==> config.mk <==
export PLATFORM = sky130hd
export DESIGN_NAME = crossing_timer
export DESIGN_NICKNAME = d
export VERILOG_FILES = /design/src/rtl/crossing_timer.sv
export SDC_FILE = /design/constraint.sdc
export NUM_CORES = 1
export LEC_CHECK = 0
export BUFFER_PORTS_ARGS = -buffer_cell sky130_fd_sc_hd__buf_2
export CORE_AREA = 2 2 39 41
export CTS_CLUSTER_DIAMETER = 30
export DETAILED_ROUTE_END_ITERATION = 16
export DIE_AREA = 0 0 41 43
export PLACE_DENSITY = 0.58
export SYNTH_ARGS = -nofsm -noshare
export SYNTH_HDL_FRONTEND = slang
export SYNTH_SLANG_ARGS = --single-unit
==> constraint.sdc <==
create_clock -name clk -period 3 [get_ports clk]
set_input_delay 0.3 -clock clk [delete_from_list [all_inputs] [get_ports clk]]
set_output_delay 0.3 -clock clk [all_outputs]
set_load 0.01 [all_outputs]
==> src/rtl/crossing_timer.sv <==
`default_nettype none
// ============================================================================
//  Module      : crossing_timer
//  Description : Interval timer feeding the crossing control unit. A tr pulse
//                starts an interval of (multiplier+1)*BASE_CYCLES clocks; at
//                expiry a one-cycle proceed pulse advances the phase. hold
//                freezes the countdown while an interval is running.
//  Revision    : 1.0 - initial release
// ============================================================================
module crossing_timer #(
    parameter int BASE_CYCLES = 10,
    parameter int CNT_W       = (BASE_CYCLES > 1) ? $clog2(BASE_CYCLES) : 1
) (
    input  logic       clk,
    input  logic       reset,
    input  logic       tr,
    input  logic [1:0] multiplier,
    input  logic       hold,
    output logic       proceed,
    output logic       busy,
    output logic [1:0] units_left
);

    typedef enum logic [0:0] {
        S_IDLE = 1'b0,
        S_RUN  = 1'b1
    } state_t;

    // Prescaler reload value: one time unit spans BASE_CYCLES edges
    localparam logic [CNT_W-1:0] c_RELOAD = CNT_W'(BASE_CYCLES - 1);

    state_t           r_state;
    state_t           w_state_next;
    logic [CNT_W-1:0] r_presc;
    logic [CNT_W-1:0] w_presc_next;
    logic [1:0]       r_units;
    logic [1:0]       w_units_next;
    logic             r_proceed;
    logic             w_proceed_next;

    // State, counters and the expiry pulse register; reset aborts any interval
    always_ff @(posedge clk) begin
        if (!reset) begin
            r_state   <= S_IDLE;
            r_presc   <= '0;
            r_units   <= '0;
            r_proceed <= 1'b0;
        end else begin
            r_state   <= w_state_next;
            r_presc   <= w_presc_next;
            r_units   <= w_units_next;
            r_proceed <= w_proceed_next;
        end
    end

    // Next-state logic: restart has top priority, then countdown unless held
    always_comb begin
        w_state_next   = r_state;
        w_presc_next   = r_presc;
        w_units_next   = r_units;
        w_proceed_next = 1'b0;

        if (tr) begin
            // Restart discards any running interval without a pulse
            w_state_next = S_RUN;
            w_presc_next = c_RELOAD;
            w_units_next = multiplier;
        end else if (r_state == S_RUN && !hold) begin
            if (r_presc != '0) begin
                w_presc_next = r_presc - CNT_W'(1);
            end else if (r_units != 2'd0) begin
                // Unit boundary with whole units still pending
                w_presc_next = c_RELOAD;
                w_units_next = r_units - 2'd1;
            end else begin
                // Last unit consumed: signal expiry and go idle
                w_state_next   = S_IDLE;
                w_proceed_next = 1'b1;
            end
        end
    end

    assign proceed    = r_proceed;
    assign busy       = (r_state == S_RUN);
    assign units_left = r_units;

endmodule
`default_nettype wire

==> metrics.md, run 1 <==
| Metric | Value |
|---|---|
| Routed wire per std cell | about 11 um |
| Setup_tns | 0 ns |
| Largest net degree at the start of global routing | 7 |
| Internal Power | 0.172 mW |
| Startpoint Class | flop |
| CTS resizes | 0 |
| Endpoints failing hold | 0 |
| Via count | 367 |
| Sw frac | 0.266 |
| Drt pass-1 iters | 2 |
| Crit Path Max Fanout | 4 |
| Pre-CTS WS | 1.58 ns |
| Cells after Synth | 44 |
| Leading area contributor after synthesis | dfxtp_1 |
| H-tree depth | 1 |
| Final Skew | 0.00133 ns |
| Routing usage on met2 | 0.172 |
| FFs w/ async S/R, synth | 0 |
| Tmin final | 1.43 ns |
| Hold buffer count at CTS | 0 |
| Slew margin rel. | 0.643 |
| Grt met1 use | 0.125 |
| RSZ-0062 raised after global routing | false |
| Initial antenna violation count | 0 |
| I/O Pins | 10 |
| Post-Syn Nets | 51 |
| # nets final | 65 |
| Initial core utilization | 0.277 |
| Gate power share | 0.132 |
| Total Routing Usage GR | 0.121 |
| Synthesis-to-finish area growth | 22.9% |
| Syn Std Cell Area | around 380 um2 |
| Met3 usage | 0.0471 |
| Residual DRC count | 0 |
| Drt via density | 5.10 |
| Postcts setup bufs | 0 |
| Critical path capture point type | flop |
| Hold Slack | 0.278 ns |
| Final setup fails | 0 |
| Count leader, synth | dfxtp_1 |
| FF+latch count, synth | 8 |
| Global-route wire length before repair | 1340 um |
| Grt ovf | 0 |
| Clock power share | 0.366 |
| Max-Cap Viols | 0 |
| Leakage power total | 0.195 nW |
| GR peak layer | met2 |
| Required time worst endpoint | 3.14 ns |
| Period utilisation layout | 0.477 |
| Crit path kind | reg -> reg |
| Fmax | 0.698 GHz |
| Yosys warns | 0 |
| Clock Latency Late Sink | approximately 0.26 ns |
| NetSw | 0.0621 mW |
| Cell area after layout | 470 um2 |
| Die height | 43 um |
| GPL Wtd Cong | 0.766 |
| CTS tree | yes |
| Dpl cell area | 448 um2 |
| Non-filler instance count after layout | 72 |
| Number of global-route vias before repair | 328 |
| Top FF cell, synth | dfxtp_1 |
| Synth Area per Inst | 8.70 um2 |
| Synth cell count leaders | 8 x dfxtp_1, 5 x a21oi_1, 5 x inv_1 |
| Final wirelength | 768 um |
| Layout cell share with drive strength beyond 1 | 0.250 |
| Antenna Cells | 0 |
| Clk root buf | clkbuf_4 |
| Top cell type's share of synthesized area | 0.418 |
| Pwr/cell area | around 500 nW/um2 |
| Seq/Total Area, Yosys | 0.418 |
| Cell variety after synth | 21 |
| Die W | 41 um |
| Hold Crit Class | in -> reg |
| Slew @ Worst Pin | 0.534 ns |
| Worst Slack Setup Final | roughly 1.6 ns |
| Post-DP HPWL | 608 um |
| Critical Path AT | 1.58 ns |
| FP Rows | 14 |
| Final Max Slew Viols | 0 |
| Worst VDD drop | roughly 0.16 mV |
| DR iter-0 viols | 1 |
| Core region area | 1380 um2 |
| Dpl cells | 69 |
| Number of synthesized flops with an enable pin | 0 |
| Routed Antenna Nets | 0 |
| Clock Path Buffers | 2 |
| Port Buf Inserts | 9 |
| Clock transition at path regs | 0.06 ns |
| Die footprint | 1760 um2 |
| Number of buffers created by CTS | 3 |
| Dominant cells by area after synthesis | dfxtp_1 42%, a21oi_1 6.5%, or4b_1 5.2%, inv_1 4.9%, nor3_1 3.9% |
| Share of power burned in registers | 0.501 |
| Outcome | finished, final reports clean |
| Sink Count | 8 |
-- layout make-up --
type                    instances  area, um2
fillers                       160        913
multi-input cells              31        204
flip-flops and latches          8        160
repair buffers                  9       45.0
clock buffers                   3       22.5
well taps                      16       20.0
inverters                       5       18.8
-- metal layers --
layer / vias to the layer above / part of all wire
li1: 191 / -
met1: 166 / 0.44
met2: 6 / 0.49
met3: 4 / 0.029
met4: 0 / 0.040
met5: - / 0
-- power by group through the flow --
stage / registers (mW) / clock network (mW) / logic, mW
finish: 0.117 / 0.0857 / 0.0309
global route: 0.118 / 0.0948 / 0.0362
CTS: 0.117 / 0.0888 / 0.0315
detailed placement: 0.120 / 0 / 0.0312
global placement: 0.119 / 0 / 0.0315
floorplan: 0.120 / 0 / 0.0185
-- per-stage QoR --
stage / total power, mW / util
after global routing: 0.249 / 0.340
final: 0.234 / 0.340
after floorplan: 0.139 / -
after CTS: 0.238 / 0.340
after global placement: 0.151 / 0.324
after detailed placement: 0.151 / 0.324
-- critical path, cell delays in order (launching register included) --
cell and delay (ns):
dfxtp_1 0.32, inv_1 0.06, ha_1 0.15, or4b_1 0.48, o31ai_1 0.21, a21oi_1 0.09
-- layout by cell type (no fill, tap or decap), drive strengths merged, types with 2 or more instances in the layout --
master / Yosys / routed
nor3: 3 / 3
o21ai: 3 / 3
clkbuf: 0 / 3
a21oi: 6 / 6
dfxtp: 8 / 8
nand2: 3 / 3
buf: 0 / 9
o31ai: 2 / 2
or4b: 2 / 2
inv: 5 / 5
-- state kept, by name, summed over array words and instances (netlist names) --
signal and cells:
busy 1, units_left 2, r_presc 4, proceed 1
-- path summary, 6_finish.rpt --
check | startpoint | to | slack, ns | depth (start not counted)
worst min-delay path | multiplier[1] | units_left[1] | 0.28 | 3
worst max register to register | units_left[0] | busy | 1.57 | 5
worst max-delay path | units_left[0] | busy | 1.57 | 5
worst min register to register | r_presc[2] | r_presc[2] | 0.52 | 2
-- cells by family after synthesis --
group,share of synthesized area
buffers and inverters,0.0490
DFF,0.418
adders and majority gates,0.0327
AOI/OAI and AO/OA,0.203
and+or+nand+nor,0.297
No activity file was read; power rests on OpenSTA's default activity.
==> run 2, diff against run 1 <==
==> constraint.sdc (replaced) <==
create_clock -name clk -period 1.36 [get_ports clk]
set_input_delay 0.136 -clock clk [delete_from_list [all_inputs] [get_ports clk]]
set_output_delay 0.136 -clock clk [all_outputs]
set_load 0.01 [all_outputs]
==> metrics.md, run 2 (synthesized netlist as in run 1, its figures left out) <==
| Metric | Value |
|---|---|
| Worst Path Buf+Inv | 2 |
| Area of the multi-input gates | 250 um2 |
| Initial core utilization | 0.277 |
| Die height | ~43 um |
| Routed Antenna Nets | 0 |
| Worst Slack Setup Final | -0.0152 ns |
| Setup_tns | -0.0292 ns |
| Period utilisation layout | 1.01 |
| Cell area after layout | approximately 600 um2 |
| Final wirelength | 944 um |
| Slew @ Worst Pin | ~0.32 ns |
| Port Buf Inserts | 9 |
| Antenna Cells | 0 |
| Pre-CTS WS | -0.0379 ns |
| Met1 Wirelength | between 400 and 500 um |
| Clock transition at path regs | 0.06 ns |
| Grt ovf | 0 |
| Final Skew | 0.00547 ns |
| Fillers | 140 |
| Failing checks | negative setup slack |
| Post-DP HPWL | 707 um |
| Critical Path Max Stage Delay | 0.47 ns |
| Synthesis-to-finish area growth | 57.8% |
| Drt via density | 4.89 |
| Cell Chain, Critical Path | inv_2 > ha_4 > or4b_4 > buf_6 > nand2b_4 > a31oi_4 |
| Critical path capture point type | flop |
| R2r startpoint | units_left[0] |
| FP Rows | 14 |
| Die footprint | 1760 um2 |
| Crit Path Max Fanout | 2 |
| Slew margin rel. | 0.786 |
| Layout cell share with drive strength beyond 1 | 0.507 |
| Max-Cap Viols | 0 |
| Worst r2r dst | r_presc[0] |
| Largest net degree at the start of global routing | 7 |
| GPL Wtd Cong | approximately 0.67 |
| Crit path kind | reg -> reg |
| Critical path's top delay family | simple AND/OR/NAND/NOR gates |
| Hold path depth | 3 |
| Initial antenna violation count | 0 |
| Final setup fails | 2 |
| Outcome | finished, violations left |
| Highest routed metal layer | met3 |
| Required time worst endpoint | 1.50 ns |
| Residual DRC count | 0 |
| Routed wire per std cell | 11.4 um |
| Total Routing Usage GR | 0.141 |
| I/O Pins | 10 |
| Number of buffers created by CTS | 3 |
| Number of flip-flops under the largest register name | 4 |
| Core region area | 1380 um2 |
| Number of global-route vias before repair | 388 |
| Clock Latency Late Sink | 0.26 ns |
| Non-filler instance count after layout | 83 |
| CTS tree | yes |
| Hold Crit Class | in -> reg |
| Setup crit start | units_left[0] |
| Die W | between 40 and 50 um |
| Detailed-routed wire length on met3 | 55 um |
| Hold wc startpoint | multiplier[1] |
| Critical Path AT | 1.51 ns |
| Reg area | around 170 um2 |
| Global-route wire length before repair | roughly 1600 um |
| Tmin final | 1.38 ns |
| Final Max Slew Viols | 0 |
| Drt pass-1 iters | 2 |
| RSZ-0062 raised after global routing | true |
| Startpoint Class | flop |
| Fmax | 0.727 GHz |
| H-tree depth | 1 |
| Pwr/cell area | just under 1000 nW/um2 |
| Sink Count | 8 |
| Hold path endpoint | units_left[1] |
| Via count | roughly 410 |
| Clock Path Buffers | 2 |
| Commonest cells after routing, fill and taps aside | 9 x buf_2, 9 x buf_4, 6 x dfxtp_1 |
| # nets final | 75 |
| Dpl cells | 78 |
| Largest Register | r_presc |
| Crit-path slowest cell | or4b_4 |
| Leakage power total | 0.263 nW |
| DR iter-0 viols | 9 |
| Pwr Total | 0.584 mW |
| R2R depth | 6 |
| R2R setup slack | -0.02 ns |
| Endpoints failing hold | 0 |
| Met2 wire length | 483 um |
| Worst VDD drop | 0.564 mV |
| Dpl cell area | 537 um2 |
| Clk root buf | clkbuf_4 |
## run 2: cell types whose count changed in the layout (fill, tap and decap cells not counted), sizes merged
cell,previous run,this run
buf,9,19
clkbuf,3,4
## run 2: layer usage
| metal | vias up | global-route usage |
|---|---|---|
| li1 | 211 | - |
| met1 | 182 | 0.154 |
| met2 | 13 | 0.203 |
| met3 | 0 | 0.0785 |
| met4 | 0 | 0.0800 |
| met5 | - | 0 |
## run 2: worst max path at each step
stage | end | cells past startpoint
final | r_presc[0] | 6
after floorplan | busy | 5
after global placement | r_presc[0] | 6
after global routing | busy | 5
after CTS | busy | 5
after detailed placement | busy | 5
## run 2: worst reg2reg max path, cell delays in order (launching register included)
cell and delay (ns):
dfxtp_4 0.34, inv_2 0.06, ha_4 0.11, or4b_4 0.47, buf_6 0.14, nand2b_4 0.06, a31oi_4 0.07
## run 2: metrics by stage
stage | utilization | hold slack [ns]
4_1_cts | 0.413 | 0.108
3_3_place_gp | 0.388 | 0.381
3_5_place_dp | 0.388 | 0.378
5_1_grt | 0.437 | 0.121
6_report | 0.437 | 0.115
2_1_floorplan | - | 0.267
## run 2: repair_timing
item	in CTS	in global routing
hold buffers	0	0
gates resized for setup	2	3
buffers inserted	0	1
endpoints found under the hold margin	0	0
cloned	0	0
endpoints found under the setup margin	2	4
pin swaps	2	1
## run 2: report_power, final
part	switching, mW	internal [mW]	total (mW)
sequential	0.00870	0.247	0.255
clock	0.0850	0.112	0.197
combinational	0.0608	0.0704	0.131
## run 2: layout make-up
class                           instances  area share
Clock buffer                            4      0.0435
Inverter                                5      0.0311
Multi-Input combinational cell         31       0.414
Sequential cell                         8       0.273
Tap cell                               16      0.0331
Timing Repair Buffer                   19       0.205
